## config.mk

```make
export PLATFORM = sky130hd
export DESIGN_NAME = clk_div_prog
export DESIGN_NICKNAME = d
export VERILOG_FILES = /design/src/rtl/clk_div_prog.sv
export SDC_FILE = /design/constraint.sdc
export NUM_CORES = 1
export LEC_CHECK = 0
export CORE_UTILIZATION = 53
export DETAILED_ROUTE_END_ITERATION = 12
export PLACE_DENSITY = 0.72
export SETUP_SLACK_MARGIN = 0.3
export SLEW_MARGIN = 20
export SYNTH_ARGS = -nofsm -noshare
export SYNTH_HDL_FRONTEND = slang
export SYNTH_SLANG_ARGS = --single-unit
```

## constraint.sdc

```tcl
create_clock -name clk -period 3.45 [get_ports clk]
set_clock_uncertainty 0.15 [all_clocks]
set_input_delay 0.8625 -clock clk [delete_from_list [all_inputs] [get_ports clk]]
set_output_delay 0.8625 -clock clk [all_outputs]
set_load 0.02 [all_outputs]
```

## src/rtl/clk_div_prog.sv

```systemverilog
// Programmable clock divider: 50% duty clk_out plus a rising-edge tick.
// Ports: clk, rst (sync, active-high), en, div_val, div_load -> clk_out,
//   tick, load_pending. Optional macro CLK_DIV_SYNC_EN adds sync_in.
module clk_div_prog #(
    parameter int WIDTH        = 26,
    parameter int DEFAULT_HALF = 10001,
    parameter bit INIT_LEVEL   = 1'b1
) (
    input  logic             clk,
    input  logic             rst,
    input  logic             en,
`ifdef CLK_DIV_SYNC_EN
    input  logic             sync_in,
`endif
    input  logic [WIDTH-1:0] div_val,
    input  logic             div_load,
    output logic             clk_out,
    output logic             tick,
    output logic             load_pending
);

    logic [WIDTH-1:0] count;
    logic [WIDTH-1:0] div_active;
    logic [WIDTH-1:0] div_pend;
    logic [WIDTH-1:0] half;
    logic             boundary;
    logic             sync;

`ifdef CLK_DIV_SYNC_EN
    assign sync = sync_in;
`else
    assign sync = 1'b0;
`endif

    // A zero divisor behaves as a half-period of one cycle.
    assign half     = (div_active == '0) ? WIDTH'(1) : div_active;
    assign boundary = en && (count == half - WIDTH'(1));

    always_ff @(posedge clk) begin
        if (rst) begin
            count        <= '0;
            div_active   <= WIDTH'(DEFAULT_HALF);
            div_pend     <= '0;
            load_pending <= 1'b0;
            clk_out      <= INIT_LEVEL;
            tick         <= 1'b0;
        end else begin
            tick <= 1'b0;
            if (sync) begin
                count   <= '0;
                clk_out <= 1'b1;
                tick    <= 1'b1;
                if (load_pending) begin
                    div_active   <= div_pend;
                    load_pending <= 1'b0;
                end
            end else if (boundary) begin
                count   <= '0;
                clk_out <= ~clk_out;
                // Tick only on the 0->1 transition of clk_out.
                tick    <= ~clk_out;
                if (load_pending) begin
                    div_active   <= div_pend;
                    load_pending <= 1'b0;
                end
            end else if (en) begin
                count <= count + WIDTH'(1);
            end
            // A load in the same cycle as an apply stays pending for
            // the following boundary (last assignment wins).
            if (div_load) begin
                div_pend     <= div_val;
                load_pending <= 1'b1;
            end
        end
    end

endmodule

```

==> results.py, run 1 <==
metrics = {
    "layout": {
        "final_core_util_pct": 70.5,
        "fin_area_um2": 5480,
        "final_layout_size_suffix_gt1_share_pct": 23.5,
        "final_nets": 592,
        "mostFrequentLayoutCell": "dfxtp_1",
        "num_antenna_cells": 0,
        "syn_to_final_growth_pct": 28.3,
        "final_cell_mix": "65 x dfxtp_1, 53 x nor2_1, 47 x buf_4",
    },
    "power": {
        "power_density_nw_per_um2": 336,
        "power_mw": 1.84,
        "power_leakage_nw": 2.15,
        "ir_drop_v": 0.000345,
    },
    "setup_path": {
        "worstPathMaxFanout": 13,
        "cp-start-kind": "register",
        "required_ns": 3.57,
        "crit_path_start": "div_active[22]",
        "cp-end-kind": "register",
        "crit_slowest_cell": "or4b_4",
        "cp_cell_sequence": "nor4_4 > and3_4 > a31oi_4 > ha_4 > mux2_4 > a211o_1 > a211oi_4 > nand4_1 > or4b_4 > o21bai_4 > clkbuf_16 > nor2_1",
        "r2r_start": "div_active[22]",
        "arrival_ns": 3.63,
        "critPathKind": "register to register",
        "crit_path_max_incr_delay_ns": 0.59,
    },
    "clock_network": {
        "clkSinkCount": 81,
        "cts_buffer_depth": 2,
        "clk_latency_ns": 0.37,
        "cts_tree": "built",
        "htreeDepth": 3,
        "root_buffer": "clkbuf_8",
        "cts_hold_buf": 0,
        "path_clk_slew_ns": 0.09,
        "numCtsBuffers": 9,
    },
    "routing": {
        "wl_met2_um": 4910,
        "wl_um": 10500,
        "dr.max_layer_used": "met4",
        "wl_per_cell_um": 15.8,
        "viasPerCell": 5.87,
        "wl_met3_um": 408,
        "ant_nets": 0,
        "drt_first_pass_iters": 4,
        "drt_iter0_drc": 211,
        "m1WireLength_um": 4880,
        "drc_errors": 0,
        "vias": 3913,
    },
    "job": {
        "maxCapViolCount": 0,
    },
    "floorplanning": {
        "ios": 33,
        "core_um2": 7770,
        "rows": 32,
        "initial_core_util_pct": 54.9,
        "die_y_um": 91.7,
        "die_x_um": 91.7,
        "die_area_um2": 8420,
    },
    "sta": {
        "finalCritPeriodShare_pct": 102,
        "setup_ws_ns": -0.0633,
        "finalHoldViolCount": 0,
        "max_freq_mhz": 285,
        "finalMaxSlewViolations": 0,
        "setup_viol_count_final": 20,
        "slew_headroom_pct": 59.5,
        "worst_pin_slew_ns": 0.602,
        "rsz0062_at_grt": "true",
        "fin_crit_ns": 3.51,
    },
    "yosys": {
        "netlist_area_um2": 4270,
        "synth_edf_count": 0,
        "synthCells": 497,
        "synth_seq_cells": 81,
        "ys_seq_area_share_pct": 38.0,
        "synth.avg_cell_area_um2": 8.59,
        "async_flop_share_pct": 0,
        "syn_nets": 529,
        "ys_warn_count": 0,
        "synth_ff_type": "dfxtp_1",
        "synth_cell_types": 62,
    },
    "grt": {
        "antenna_found_initial": 0,
        "grt_use_total_pct": 27.2,
        "grt_pass1_vias": 3847,
        "grt_max_degree": 34,
        "grt_overflow_total": 0,
        "grt_first_pass_wirelength_um": 18400,
    },
    "outcome": {
        "status": "finished, violations left",
        "violations": "negative setup slack",
    },
    "place": {
        "port_buffers": 32,
        "place.detailed.hpwl_um": 7490,
        "place_congestion": 0.892,
        "place_area_um2": 5090,
        "dp_slack_ns": -0.259,
    },
    "min_path": {
        "min-delay-start": "div_pend[16]",
        "holdCritPathClass": "register to register",
    },
}
[power by group]
part           internal, mW  switching, mW
clock network         0.359          0.373
logic                0.0720         0.0668
registers             0.955         0.0151
[registers in the layout, indices dropped and copies added (netlist names)]
name	cells
clk_out	1
count	26
div_active	26
div_pend	26
load_pending	1
tick	1
[worst paths after layout]
kind	endpoint	slack [ns]	cells after the start
worst max-delay path	count[3]	-0.06	12
worst min register to register	div_active[16]	0.32	2
worst min-delay path	div_active[16]	0.32	2
worst max register to register	count[3]	-0.06	12
[critical path: cells and delay by family, from the launching register on]
family | cells | cell delay, ns
mux | 1 | 0.26
compound gates | 4 | 0.85
fa+ha+maj | 1 | 0.19
flops | 1 | 0.34
simple gates | 5 | 1.36
buf+inv | 1 | 0.25
[timing repair]
action | in CTS | in global routing
setup buffers | 0 | 1
resized for setup | 30 | 28
hold endpoints to repair | 0 | 0
endpoints found under the setup margin | 55 | 55
pin swaps | 11 | 2
cloned | 0 | 1
[cell type report]
class	instances	area (um^2)
Inverter	8	30.0
Multi-Input combinational cell	375	2680
Fill cell	632	2290
Clock buffer	11	141
Timing Repair Buffer	85	793
Clock inverter	5	60.1
Tap cell	102	128
Sequential cell	81	1640
[cell families (layout without fill, tap and decap cells)]
logic type               Yosys count  in the layout  share of synthesized area [%]
flip-flops                        81             81                           38.0
buffers and inverters             41            109                           4.10
adder cells (fa/ha/maj)            2              2                          0.586
XOR/XNOR                          49             49                           10.1
multiplexers                      29             29                           6.86
AND/OR/NAND/NOR                  199            199                           25.7
AO/OA/AOI/OAI                     96             96                           14.7
[synth_stat cells, types with 3 or more instances]
library cell,n,area (um^2)
a211o_1,3,26.3
a21oi_1,31,155
and3_1,9,56.3
and4_1,3,26.3
buf_2,5,25.0
clkbuf_1,25,93.8
dfxtp_1,81,1620
inv_1,8,30.0
mux2i_1,27,270
nand2_1,16,60.1
nand2b_1,3,18.8
nand3_1,33,165
nand3b_1,3,22.5
nand4_1,10,62.6
nor2_1,62,233
nor2b_1,3,18.8
nor3_1,13,65.1
nor3_2,7,70.1
nor4_1,11,68.8
o21ai_0,25,125
o21ai_1,3,15.0
o21bai_1,6,45.0
o31ai_1,3,22.5
or3_1,3,18.8
or4_1,7,52.6
xnor2_1,20,175
xor2_1,29,254
[through the flow]
step           instances  setup TNS, ns  hold slack, ns
2_1_floorplan        497         -0.318           0.290
3_3_place_gp         649          -5.82           0.307
3_5_place_dp         649          -7.52           0.310
4_1_cts              665         -0.125           0.320
5_1_grt              667          -5.23           0.332
6_report             667         -0.857           0.316
[per-layer routing]
metal / global-route usage (%) / up-vias
li1: - / 1916
met1: 36.2 / 1851
met2: 42.7 / 113
met3: 4.23 / 33
met4: 13.7 / 0
met5: 0 / -
Note: power is estimated with default switching activity, not from simulation.
==> inputs of run 2 (changes only) <==
--- a/config.mk
+++ b/config.mk
@@ -5,6 +5,8 @@
 export SDC_FILE = /design/constraint.sdc
 export NUM_CORES = 1
 export LEC_CHECK = 0
+export ABC_CLOCK_PERIOD_IN_PS = 3450
+export CORE_ASPECT_RATIO = 1.25
 export CORE_UTILIZATION = 53
 export DETAILED_ROUTE_END_ITERATION = 12
 export PLACE_DENSITY = 0.72
==> run 2 against run 1 <==
Utilization decreased by 0.80 points. Routed wire length down 0.76%. Final cell count fell by 0.30%. The run now ends clean. Clock power is 11% lower. Sequential power is essentially flat.
==> results.py, run 2 (synthesized netlist as in run 1, its figures left out) <==
metrics = {
    "clock_network": {
        "root_buffer": "clkbuf_8",
        "cts_buffer_depth": 2,
        "htreeDepth": 3,
        "path_clk_slew_ns": 0.09,
        "numCtsBuffers": 9,
        "cts_tree": "built",
        "clkSinkCount": 81,
        "cts_hold_buf": 0,
        "clk_latency_ns": 0.37,
    },
    "sta": {
        "worst_pin_slew_ns": 0.557,
        "rsz0062_at_grt": "true",
        "slew_headroom_pct": 62.6,
        "fin_crit_ns": 3.40,
        "finalCritPeriodShare_pct": 98.6,
        "setup_viol_count_final": 0,
        "finalSetupTns_ns": 0,
        "max_freq_mhz": 294,
        "finalHoldViolCount": 0,
        "finalMaxSlewViolations": 0,
    },
    "routing": {
        "wl_um": 10500,
        "ant_nets": 0,
        "viasPerCell": 5.81,
        "wl_per_cell_um": 15.7,
        "drt_first_pass_iters": 4,
        "vias": 3865,
        "drc_errors": 0,
        "drt_iter0_drc": 220,
    },
    "setup_path": {
        "cp-end-kind": "register",
        "cp-start-kind": "register",
        "worstPathMaxFanout": 6,
        "critPathKind": "register to register",
        "rr_endpoint": "clk_out",
        "rr_worst_depth": 11,
        "r2r_start": "div_active[7]",
        "r2r_slack_ns": 0.05,
        "arrival_ns": 3.52,
        "required_ns": 3.57,
    },
    "layout": {
        "final_layout_size_suffix_gt1_share_pct": 23.3,
        "final_cell_mix": "62 x dfxtp_1, 58 x nor2_1, 53 x buf_4",
        "num_antenna_cells": 0,
        "mostFrequentLayoutCell": "dfxtp_1",
        "n_fill_cell": 654,
        "largest_registers": "count x26, div_active x26, div_pend x26",
        "final_nets": 597,
        "fin_area_um2": 5430,
        "final_core_util_pct": 69.7,
        "syn_to_final_growth_pct": 27.3,
    },
    "place": {
        "place_congestion": 0.907,
        "place.detailed.hpwl_um": 7520,
        "port_buffers": 32,
        "place_area_um2": 5090,
    },
    "outcome": {
        "status": "complete, no violations",
    },
    "floorplanning": {
        "core_um2": 7790,
        "rows": 36,
        "die_x_um": 82.3,
        "die_area_um2": 8420,
        "initial_core_util_pct": 54.8,
        "die_y_um": 102,
        "ios": 33,
    },
    "power": {
        "power_leakage_nw": 2.19,
        "power_density_nw_per_um2": 322,
        "ir_drop_v": 0.000314,
    },
    "grt": {
        "grt_pass1_vias": 3586,
        "grt_first_pass_wirelength_um": 17000,
        "grt_use_total_pct": 26.5,
        "grt_max_degree": 32,
        "grt_overflow_total": 0,
        "antenna_found_initial": 0,
    },
    "min_path": {
        "min_to": "div_active[18]",
        "holdCritPathClass": "register to register",
        "min_path_cells": 2,
        "min-delay-start": "div_pend[18]",
    },
    "job": {
        "maxCapViolCount": 0,
    },
}
## run 2: what timing repair did
action | 4_1_cts | 5_1_grt
buffers inserted | 4 | 1
pin swaps | 10 | 4
endpoints found under the setup margin | 55 | 55
gates resized for setup | 20 | 25
## run 2: where the power goes
part           switching, mW  internal [mW]
Clock                  0.381          0.269
Combinational         0.0606         0.0678
Sequential            0.0153          0.955
Total                  0.457           1.29
## run 2: cell type report
type	instances	area, um^2	area share [%]
clock buffers	10	128	2.35
clock inverters	6	48.8	0.898
inverters	8	30.0	0.553
multi-input cells	375	2650	48.8
flip-flops and latches	81	1650	30.3
well taps	95	119	2.19
repair buffers	90	808	14.9
## run 2: worst max-delay path by stage
stage,slack (ns),cells past startpoint,from,to
finish,0.05,11,div_active[7],clk_out
floorplan,-0.06,14,div_active[9],clk_out
detailed placement,-0.26,12,div_active[11],div_active[16]
global route,-0.09,12,div_active[18],clk_out
CTS,0.009,12,div_active[18],clk_out
global placement,-0.14,13,div_active[10],div_active[7]
## run 2: through the flow
stage	worst slack [ns]	power (mW)	hold slack, ns	instances
2_1_floorplan	-0.0613	1.06	0.290	497
3_3_place_gp	-0.140	1.11	0.303	644
3_5_place_dp	-0.261	1.12	0.304	644
4_1_cts	0.00855	1.76	0.317	664
5_1_grt	-0.0918	1.81	0.342	665
6_report	0.0481	1.75	0.318	665
## run 2: critical path: stages (launching register included)
cell      delay, ns
dfxtp_2        0.35
nor4_4         0.31
and3_4         0.25
a31oi_4        0.09
ha_4           0.19
mux2_4         0.26
a211o_1        0.31
a211oi_2       0.18
nand4_1        0.14
or4b_4         0.55
or3_1          0.36
a21o_1         0.16
## run 2: routing by layer
metal	global-route usage [%]	part of all wire, %
met3	3.57	2.9
met5	0	0
met2	43.6	48
met1	33.7	46
met4	13.1	2.6
